===== src/rtl/csr_access_unit_pkg.sv =====
// Shared types and constants for the CSR access unit.
//   csr_op_e     Zicsr funct3 encodings (000 and 100 are reserved).
//   csr_state_e  sequencer states.
//   CSR_XLEN     data width of the CSR file.
//   CSR_RO_PREFIX  addr[11:10] value that marks the read-only CSR space.
package csr_pkg;

   localparam int CSR_XLEN = 32;
   localparam logic [1:0] CSR_RO_PREFIX = 2'b11;

   typedef enum logic [2:0] {
      CSR_OP_RSV0 = 3'b000,
      CSR_OP_RW   = 3'b001,
      CSR_OP_RS   = 3'b010,
      CSR_OP_RC   = 3'b011,
      CSR_OP_RSV4 = 3'b100,
      CSR_OP_RWI  = 3'b101,
      CSR_OP_RSI  = 3'b110,
      CSR_OP_RCI  = 3'b111
   } csr_op_e;

   typedef enum logic [1:0] {
      ST_IDLE  = 2'd0,
      ST_READ  = 2'd1,
      ST_WRITE = 2'd2,
      ST_RESP  = 2'd3
   } csr_state_e;

   // Low two bits select RW/RS/RC; bit 2 selects the immediate form.
   function automatic logic op_is_reserved(input csr_op_e op);
      return (op[1:0] == 2'b00);
   endfunction

   function automatic logic op_is_imm(input csr_op_e op);
      return op[2];
   endfunction

endpackage


===== src/rtl/csr_access_unit_if.sv =====
// Bundle of all signals between the CSR access unit and its neighbours:
// request channel from issue, response channel back, and the CSR file port.
//   slave  : view of the access unit itself.
//   master : view of the surrounding pipeline / CSR file.
interface csr_access_unit_if;

   logic                          req_valid;
   logic                          req_ready;
   logic [2:0]                    req_funct3;
   logic [11:0]                   req_addr;
   logic [4:0]                    req_rs1_idx;
   logic [csr_pkg::CSR_XLEN-1:0]  req_rs1_data;

   logic                          rsp_valid;
   logic                          rsp_ready;
   logic [csr_pkg::CSR_XLEN-1:0]  rsp_rdata;
   logic                          rsp_illegal;

   logic                          csr_rd;
   logic                          csr_wr;
   logic [11:0]                   rd_addr;
   logic [11:0]                   wr_addr;
   logic [csr_pkg::CSR_XLEN-1:0]  wr_dat;
   logic [csr_pkg::CSR_XLEN-1:0]  rd_dat;

   modport slave (
      input  req_valid, req_funct3, req_addr, req_rs1_idx, req_rs1_data,
      output req_ready,
      output rsp_valid, rsp_rdata, rsp_illegal,
      input  rsp_ready,
      output csr_rd, csr_wr, rd_addr, wr_addr, wr_dat,
      input  rd_dat
   );

   modport master (
      output req_valid, req_funct3, req_addr, req_rs1_idx, req_rs1_data,
      input  req_ready,
      input  rsp_valid, rsp_rdata, rsp_illegal,
      output rsp_ready,
      input  csr_rd, csr_wr, rd_addr, wr_addr, wr_dat,
      output rd_dat
   );

endinterface


===== src/rtl/csr_access_unit_alu.sv =====
// Combinational read-modify-write datapath for Zicsr operations.
//   op_i   funct3 of the instruction
//   old_i  current CSR value
//   src_i  operand (rs1 value or zero-extended uimm)
//   new_o  value to write back
// Reserved encodings pass old_i through; the caller never writes them.
module csr_alu
   import csr_pkg::*;
(
   input  csr_op_e               op_i,
   input  logic [CSR_XLEN-1:0]   old_i,
   input  logic [CSR_XLEN-1:0]   src_i,
   output logic [CSR_XLEN-1:0]   new_o
);

   always_comb begin
      new_o = old_i;
      case (op_i[1:0])
         2'b01:   new_o = src_i;
         2'b10:   new_o = old_i | src_i;
         2'b11:   new_o = old_i & ~src_i;
         default: new_o = old_i;
      endcase
   end

endmodule


===== src/rtl/csr_access_unit.sv =====
// Execute-side sequencer turning a decoded Zicsr instruction into a
// read-modify-write on the CSR file and returning the old value.
//   clk    system clock
//   reset  synchronous, active-low
//   bus    csr_access_unit_if.slave: request, response and CSR file port
//
// state    | meaning
// ---------+----------------------------------------------------------
// ST_IDLE  | ready for a request; latches fields on req_valid
// ST_READ  | csr_rd strobe, old value and illegal flag captured
// ST_WRITE | csr_wr strobe when the op writes and is legal
// ST_RESP  | response held until rsp_ready
module csr_access_unit
   import csr_pkg::*;
#(
   parameter bit RO_CHECK = 1'b1,
   parameter int XLEN     = CSR_XLEN
) (
   input  logic                clk,
   input  logic                reset,
   csr_access_unit_if.slave    bus
);

   csr_state_e          state_q,    state_d;
   csr_op_e             funct3_q,   funct3_d;
   logic [11:0]         addr_q,     addr_d;
   logic [4:0]          rs1_idx_q,  rs1_idx_d;
   logic [XLEN-1:0]     rs1_data_q, rs1_data_d;
   logic [XLEN-1:0]     old_q,      old_d;
   logic                illegal_q,  illegal_d;

   logic [XLEN-1:0]     src;
   logic [XLEN-1:0]     new_val;
   logic                do_write;
   logic                illegal_dec;

   assign src = op_is_imm(funct3_q) ? {{(XLEN-5){1'b0}}, rs1_idx_q} : rs1_data_q;

   // Set/clear with x0 (or uimm 0) is a pure read, so it must not trip
   // the read-only check.
   assign do_write = (funct3_q[1:0] == 2'b01) || (rs1_idx_q != 5'd0);

   assign illegal_dec = op_is_reserved(funct3_q) ||
                        (RO_CHECK && (addr_q[11:10] == CSR_RO_PREFIX) && do_write);

   csr_alu u_alu (
      .op_i  (funct3_q),
      .old_i (old_q),
      .src_i (src),
      .new_o (new_val)
   );

   always_ff @(posedge clk) begin
      if (!reset) begin
         state_q    <= ST_IDLE;
         funct3_q   <= CSR_OP_RSV0;
         addr_q     <= '0;
         rs1_idx_q  <= '0;
         rs1_data_q <= '0;
         old_q      <= '0;
         illegal_q  <= 1'b0;
      end else begin
         state_q    <= state_d;
         funct3_q   <= funct3_d;
         addr_q     <= addr_d;
         rs1_idx_q  <= rs1_idx_d;
         rs1_data_q <= rs1_data_d;
         old_q      <= old_d;
         illegal_q  <= illegal_d;
      end
   end

   always_comb begin
      state_d    = state_q;
      funct3_d   = funct3_q;
      addr_d     = addr_q;
      rs1_idx_d  = rs1_idx_q;
      rs1_data_d = rs1_data_q;
      old_d      = old_q;
      illegal_d  = illegal_q;
      case (state_q)
         ST_IDLE: begin
            if (bus.req_valid) begin
               funct3_d   = csr_op_e'(bus.req_funct3);
               addr_d     = bus.req_addr;
               rs1_idx_d  = bus.req_rs1_idx;
               rs1_data_d = bus.req_rs1_data;
               state_d    = ST_READ;
            end
         end
         ST_READ: begin
            old_d     = bus.rd_dat;
            illegal_d = illegal_dec;
            state_d   = ST_WRITE;
         end
         ST_WRITE: begin
            state_d = ST_RESP;
         end
         ST_RESP: begin
            if (bus.rsp_ready) begin
               state_d = ST_IDLE;
            end
         end
         default: begin
            state_d = ST_IDLE;
         end
      endcase
   end

   // Outputs are gated by reset so that a reset landing in ST_WRITE
   // suppresses the strobe at the very edge the CSR file would sample it.
   always_comb begin
      bus.req_ready   = 1'b0;
      bus.rsp_valid   = 1'b0;
      bus.rsp_rdata   = '0;
      bus.rsp_illegal = 1'b0;
      bus.csr_rd      = 1'b0;
      bus.csr_wr      = 1'b0;
      bus.rd_addr     = '0;
      bus.wr_addr     = '0;
      bus.wr_dat      = '0;
      if (reset) begin
         case (state_q)
            ST_IDLE: begin
               bus.req_ready = 1'b1;
            end
            ST_READ: begin
               bus.csr_rd  = 1'b1;
               bus.rd_addr = addr_q;
            end
            ST_WRITE: begin
               if (do_write && !illegal_q) begin
                  bus.csr_wr  = 1'b1;
                  bus.wr_addr = addr_q;
                  bus.wr_dat  = new_val;
               end
            end
            ST_RESP: begin
               bus.rsp_valid   = 1'b1;
               bus.rsp_illegal = illegal_q;
               bus.rsp_rdata   = illegal_q ? '0 : old_q;
            end
            default: begin
            end
         endcase
      end
   end

endmodule


===== src/flat_wrapper.sv =====
// flat-port wrapper written by rule: the top's interface ports become plain ports
module csr_access_unit_flat import csr_pkg::*;
#(
   parameter bit RO_CHECK = 1'b1,
   parameter int XLEN     = CSR_XLEN
)
  (clk, reset, bus_req_valid, bus_req_funct3, bus_req_addr, bus_req_rs1_idx, bus_req_rs1_data, bus_req_ready, bus_rsp_valid, bus_rsp_rdata, bus_rsp_illegal, bus_rsp_ready, bus_csr_rd, bus_csr_wr, bus_rd_addr, bus_wr_addr, bus_wr_dat, bus_rd_dat);
  csr_access_unit_if bus_i ();
  input  logic clk;
  input  logic reset;
  input wire logic [$bits(bus_i.req_valid)-1:0] bus_req_valid;
  input wire logic [$bits(bus_i.req_funct3)-1:0] bus_req_funct3;
  input wire logic [$bits(bus_i.req_addr)-1:0] bus_req_addr;
  input wire logic [$bits(bus_i.req_rs1_idx)-1:0] bus_req_rs1_idx;
  input wire logic [$bits(bus_i.req_rs1_data)-1:0] bus_req_rs1_data;
  output wire logic [$bits(bus_i.req_ready)-1:0] bus_req_ready;
  output wire logic [$bits(bus_i.rsp_valid)-1:0] bus_rsp_valid;
  output wire logic [$bits(bus_i.rsp_rdata)-1:0] bus_rsp_rdata;
  output wire logic [$bits(bus_i.rsp_illegal)-1:0] bus_rsp_illegal;
  input wire logic [$bits(bus_i.rsp_ready)-1:0] bus_rsp_ready;
  output wire logic [$bits(bus_i.csr_rd)-1:0] bus_csr_rd;
  output wire logic [$bits(bus_i.csr_wr)-1:0] bus_csr_wr;
  output wire logic [$bits(bus_i.rd_addr)-1:0] bus_rd_addr;
  output wire logic [$bits(bus_i.wr_addr)-1:0] bus_wr_addr;
  output wire logic [$bits(bus_i.wr_dat)-1:0] bus_wr_dat;
  input wire logic [$bits(bus_i.rd_dat)-1:0] bus_rd_dat;
  assign bus_i.req_valid = bus_req_valid;
  assign bus_i.req_funct3 = bus_req_funct3;
  assign bus_i.req_addr = bus_req_addr;
  assign bus_i.req_rs1_idx = bus_req_rs1_idx;
  assign bus_i.req_rs1_data = bus_req_rs1_data;
  assign bus_req_ready = bus_i.req_ready;
  assign bus_rsp_valid = bus_i.rsp_valid;
  assign bus_rsp_rdata = bus_i.rsp_rdata;
  assign bus_rsp_illegal = bus_i.rsp_illegal;
  assign bus_i.rsp_ready = bus_rsp_ready;
  assign bus_csr_rd = bus_i.csr_rd;
  assign bus_csr_wr = bus_i.csr_wr;
  assign bus_rd_addr = bus_i.rd_addr;
  assign bus_wr_addr = bus_i.wr_addr;
  assign bus_wr_dat = bus_i.wr_dat;
  assign bus_i.rd_dat = bus_rd_dat;
  csr_access_unit #(.RO_CHECK(RO_CHECK), .XLEN(XLEN)) u_core (.clk(clk), .reset(reset), .bus(bus_i));
endmodule

===== config.mk =====
export PLATFORM = sky130hd
export DESIGN_NAME = csr_access_unit_flat
export DESIGN_NICKNAME = d
export VERILOG_FILES = /design/src/rtl/csr_access_unit_pkg.sv /design/src/rtl/csr_access_unit_if.sv /design/src/rtl/csr_access_unit_alu.sv /design/src/rtl/csr_access_unit.sv /design/src/flat_wrapper.sv
export SDC_FILE = /design/constraint.sdc
export NUM_CORES = 1
export LEC_CHECK = 0
export BUFFER_PORTS_ARGS = -buffer_cell sky130_fd_sc_hd__buf_4
export CORE_AREA = 2 2 109 111
export CTS_CLUSTER_DIAMETER = 150
export DETAILED_ROUTE_END_ITERATION = 10
export DIE_AREA = 0 0 111 113
export HOLD_SLACK_MARGIN = 0.15
export PLACE_DENSITY = 0.76
export SYNTH_ARGS = -nofsm -noshare
export SYNTH_HDL_FRONTEND = slang
export SYNTH_HIERARCHICAL = 1
export SYNTH_SLANG_ARGS = --single-unit

===== constraint.sdc =====
create_clock -name clk -period 1.5 [get_ports clk]
set_input_delay 0.15 -clock clk [delete_from_list [all_inputs] [get_ports clk]]
set_output_delay 0.15 -clock clk [all_outputs]
set_load 0.05 [all_outputs]

==> run_results.csv <==
group,metric,value,unit
detailed_routing,totalWireLength,19.9,mm
synth,ys_seq_area_share,34.2,%
worst_setup_path,crit_buf_inv,2,
grt,antenna_found_initial,0,
power_and_ir_drop,p_total,11600,uW
final_layout,n_antenna_cell,0,
power_and_ir_drop,peakVddDrop,941,uV
sta,setup_slack,-563,ps
outcome,status,"finished, violations left",
power_and_ir_drop,power_leakage,0.00382,uW
final_layout,seq_area,1760,sq um
worst_setup_path,reg2reg_to,"u_core/old_q[28]$_SDFFE_PN0N_",
clocking,cts_max_level,3,
detailed_routing,routedWlPerCell,18.7,um
synth,synthesis.area,5090,sq um
synth,yosys-top-cells-count,"106 x nand2_1, 87 x dfxtp_1, 53 x a21oi_1",
worst_setup_path,crit_fanout,19,
synth,synth_top_family_by_area,"simple AND/OR/NAND/NOR gates",
detailed_routing,drc,0,
sta,slew_headroom,75.1,%
flow_run,drv_cap,0,
floorplanning,initial_core_util,45.1,%
floorplanning,die_height,113,um
worst_setup_path,slowest_delay,390,ps
worst_hold_path,hold_path.startpoint,"bus_req_valid",
synth,synth_compound_area_share,14.1,%
grt,grt_pass1_wl,28.3,mm
placement,dpl_cell_area,6800,sq um
final_layout,syn2layout_area_growth,79.4,%
power_and_ir_drop,switchingPower,4450,uW
synth,synth_top_area_cell,"dfxtp_1",
synth,post_synth_fa_ha_maj_area_fraction,1.23,%
synth,ys_warn_count,6,
floorplanning,design.core.area,11300,sq um
outcome,violations,"negative setup slack",
detailed_routing,drt-initial-drc-count,371,
clocking,clock_path_buffers,2,
sta,hold_violations,0,
sta,finalCritPeriodShare,138,%
final_layout,final_net_count,1007,
floorplanning,io_pins,181,
grt,grt_use_total,27.8,%
worst_setup_path,crit_path_start_kind,"register",
placement,dp_hpwl,10.0,mm
worst_setup_path,worstSetupPathType,"register to primary output",
synth,synth_fp_nets,731,
power_and_ir_drop,clkPwrFrac,19.7,%
synth,ys_types,34,
grt,overflow,0,
worst_setup_path,reg2reg_setup_slack,-260,ps
final_layout,fillers,612,
sta,tightest_slew,369,ps
worst_hold_path,hold_path_class,"input port to register",
synth,async_reset_ff_share,0,%
worst_setup_path,cp.required,1350,ps
synth,synth_xor_area_share,5.51,%
synth,syn_avg_cell_area,7.97,sq um
detailed_routing,ant_nets,0,
sta,post-route-min-period,2060,ps
sta,maxClockFrequency,485,MHz
floorplanning,row_count,39,
worst_hold_path,hold_path_end,"u_core/addr_q[2]$_SDFFE_PN0P_",
worst_setup_path,worstRegToRegCells,10,
detailed_routing,routed_via_density,5.34,
grt,grt_pass1_vias,5792,
placement,io_buffers,180,
floorplanning,fp.dieW,111,um
final_layout,fin_area,9130,sq um
clocking,cts_buffers,9,
placement,gp_congestion,0.846,
clocking,cts_root_buf,"clkbuf_16",
final_layout,multi_input_area,3160,sq um
synth,synth_edf_count,0,
synth,netlist_instances,638,
detailed_routing,first_pass_iters,5,
worst_setup_path,crit_path_end_kind,"primary output",
worst_setup_path,r2r_start,"u_core/state_q[0]$_SDFFE_PN0P_",
power_and_ir_drop,internal-power,7180,uW
synth,synth.area.mux_share,7.40,%
worst_setup_path,cp_slowest_cell,"dfxtp_4",
synth,synth-simple-area-share,28.5,%
synth,synth-seq-cells,87,
worst_setup_path,crit_path_cell_trace,"buf_12 > nor2b_1 > o21ai_1 > a22oi_1 > and2_4 > buf_6",
sta,finClkSkew,16.2,ps
sta,rsz0062_at_grt,"yes",
clocking,cts_tree,"yes",
synth,synth_area_leaders,"dfxtp_1 34%, nand2_1 7.8%, and2_4 6.7%, mux2i_1 6.3%, xnor2_1 5.5%",
synth,synth_most_common_cell,"nand2_1",
synth,synth_top_area_share,34.2,%
grt,grt_max_degree,64,
power_and_ir_drop,combPwrFrac,51.4,%
final_layout,drive_gt1_share,40.4,%
sta,setup-violations-final,113,
worst_setup_path,critPathTopFamily,"compound AO/OA/AOI/OAI gates",
clocking,clkLatencyLatePin,340,ps
worst_hold_path,holdPathStages,5,
sta,slew_viol_final,0,
power_and_ir_drop,switching_share,38.2,%
synth,synth-main-ff-cell,"dfxtp_1",
floorplanning,die_area,12500,sq um
detailed_routing,vias,5672,
power_and_ir_drop,seqPwrFrac,28.9,%
clocking,clkTransAtPathRegs,80,ps
clocking,cts_num_sinks,87,
power_and_ir_drop,p_per_area,1270,nW/um^2
worst_setup_path,arrival,1910,ps
[routing by layer]
metal	track usage, %	up-vias	share of wire [%]
met4	10.2	0	3.8
met3	5.57	62	6.5
met1	31.4	2679	37
li1	-	2620	-
met2	51.9	311	53
met5	0	-	0
[sequential cells by signal (all words and copies together), names as in the netlist]
name and cells:
u_core/addr_q 12, u_core/funct3_q 3, u_core/illegal_q 1, u_core/old_q 32, u_core/rs1_data_q 32, u_core/rs1_idx_q 5, u_core/state_q 2
[cells in the final DEF (no fill, tap or decap), types with 18 or more instances in the layout]
cell type / Yosys / routed
a22oi_1: 32 / 32
dfxtp_1: 87 / 81
buf_6: 5 / 40
and2_4: 39 / 80
mux2i_1: 32 / 30
buf_4: 5 / 97
nand2_1: 106 / 105
o21ai_0: 25 / 24
buf_12: 0 / 18
dlygate4sd3_1: 0 / 85
inv_1: 36 / 33
nor2b_1: 29 / 26
xnor2_1: 32 / 32
nor2_1: 32 / 32
a21oi_1: 53 / 52
buf_8: 3 / 71
[stage by stage]
step | utilization, % | setup TNS [ps] | hold WS [ps] | worst slack (ps) | cells
detailed placement | 60.4 | -8860 | 392 | -195 | 940
global placement | 60.4 | -4550 | 382 | -197 | 940
finish | 81.0 | -41210 | 340 | -563 | 1062
CTS | 77.1 | -39720 | 271 | -506 | 1057
global route | 81.0 | -47070 | 342 | -614 | 1062
floorplan | - | -344 | 279 | -28.0 | 638
[power by group through the flow]
stage | registers, uW | clock network, uW | logic [uW]
after floorplan | 3150 | 0 | 3090
after global placement | 3260 | 0 | 4230
after detailed placement | 3290 | 0 | 4340
after CTS | 3270 | 2320 | 5120
after global routing | 3410 | 2420 | 6330
final | 3360 | 2290 | 5980
[repair_timing]
item / in CTS / in global routing
gates resized for setup: 148 / 103
gates cloned: 3 / 4
endpoints found under the setup margin: 97 / 158
pin swaps: 6 / 15
setup buffers: 13 / 8
hold endpoints to repair: 85 / 0
hold buffers: 85 / 0
[layout make-up]
| cell class | instances | area share (%) |
|---|---|---|
| repair buffers | 316 | 39.3 |
| multi-input cells | 464 | 34.6 |
| flip-flops and latches | 87 | 19.3 |
| clock buffers | 9 | 2.47 |
| well taps | 143 | 1.96 |
| inverters | 36 | 1.54 |
| clock inverters | 7 | 0.864 |
[cells by family (layout without fill, tap and decap cells)]
group                    Yosys count  after routing
AND/OR/NAND/NOR                  267            267
multiplexers                      37             37
AO/OA/AOI/OAI                    123            123
XOR/XNOR                          32             32
flip-flops                        87             87
adder cells (fa/ha/maj)            5              5
buffers and inverters             87            368
[worst max path at each step]
| stage | slack (ps) | from | cells after the start | to |
|---|---|---|---|---|
| floorplan | -30 | u_core/state_q[0]$_SDFFE_PN0P_ | 6 | bus_wr_addr[10] |
| finish | -560 | u_core/funct3_q[2]$_SDFFE_PN0P_ | 6 | bus_wr_dat[9] |
| detailed placement | -190 | u_core/funct3_q[2]$_SDFFE_PN0P_ | 5 | bus_wr_dat[1] |
| CTS | -510 | u_core/state_q[0]$_SDFFE_PN0P_ | 7 | bus_wr_dat[26] |
| global route | -610 | u_core/funct3_q[2]$_SDFFE_PN0P_ | 6 | bus_wr_dat[9] |
| global placement | -200 | u_core/funct3_q[2]$_SDFFE_PN0P_ | 5 | bus_wr_dat[1] |
[tightest hold or removal path, stage by stage]
cell     delay (ps)
buf_4           120
nand2_4          90
buf_12          160
nand2_1          60
a21oi_1          50
No activity file was read; power rests on OpenSTA's default activity.
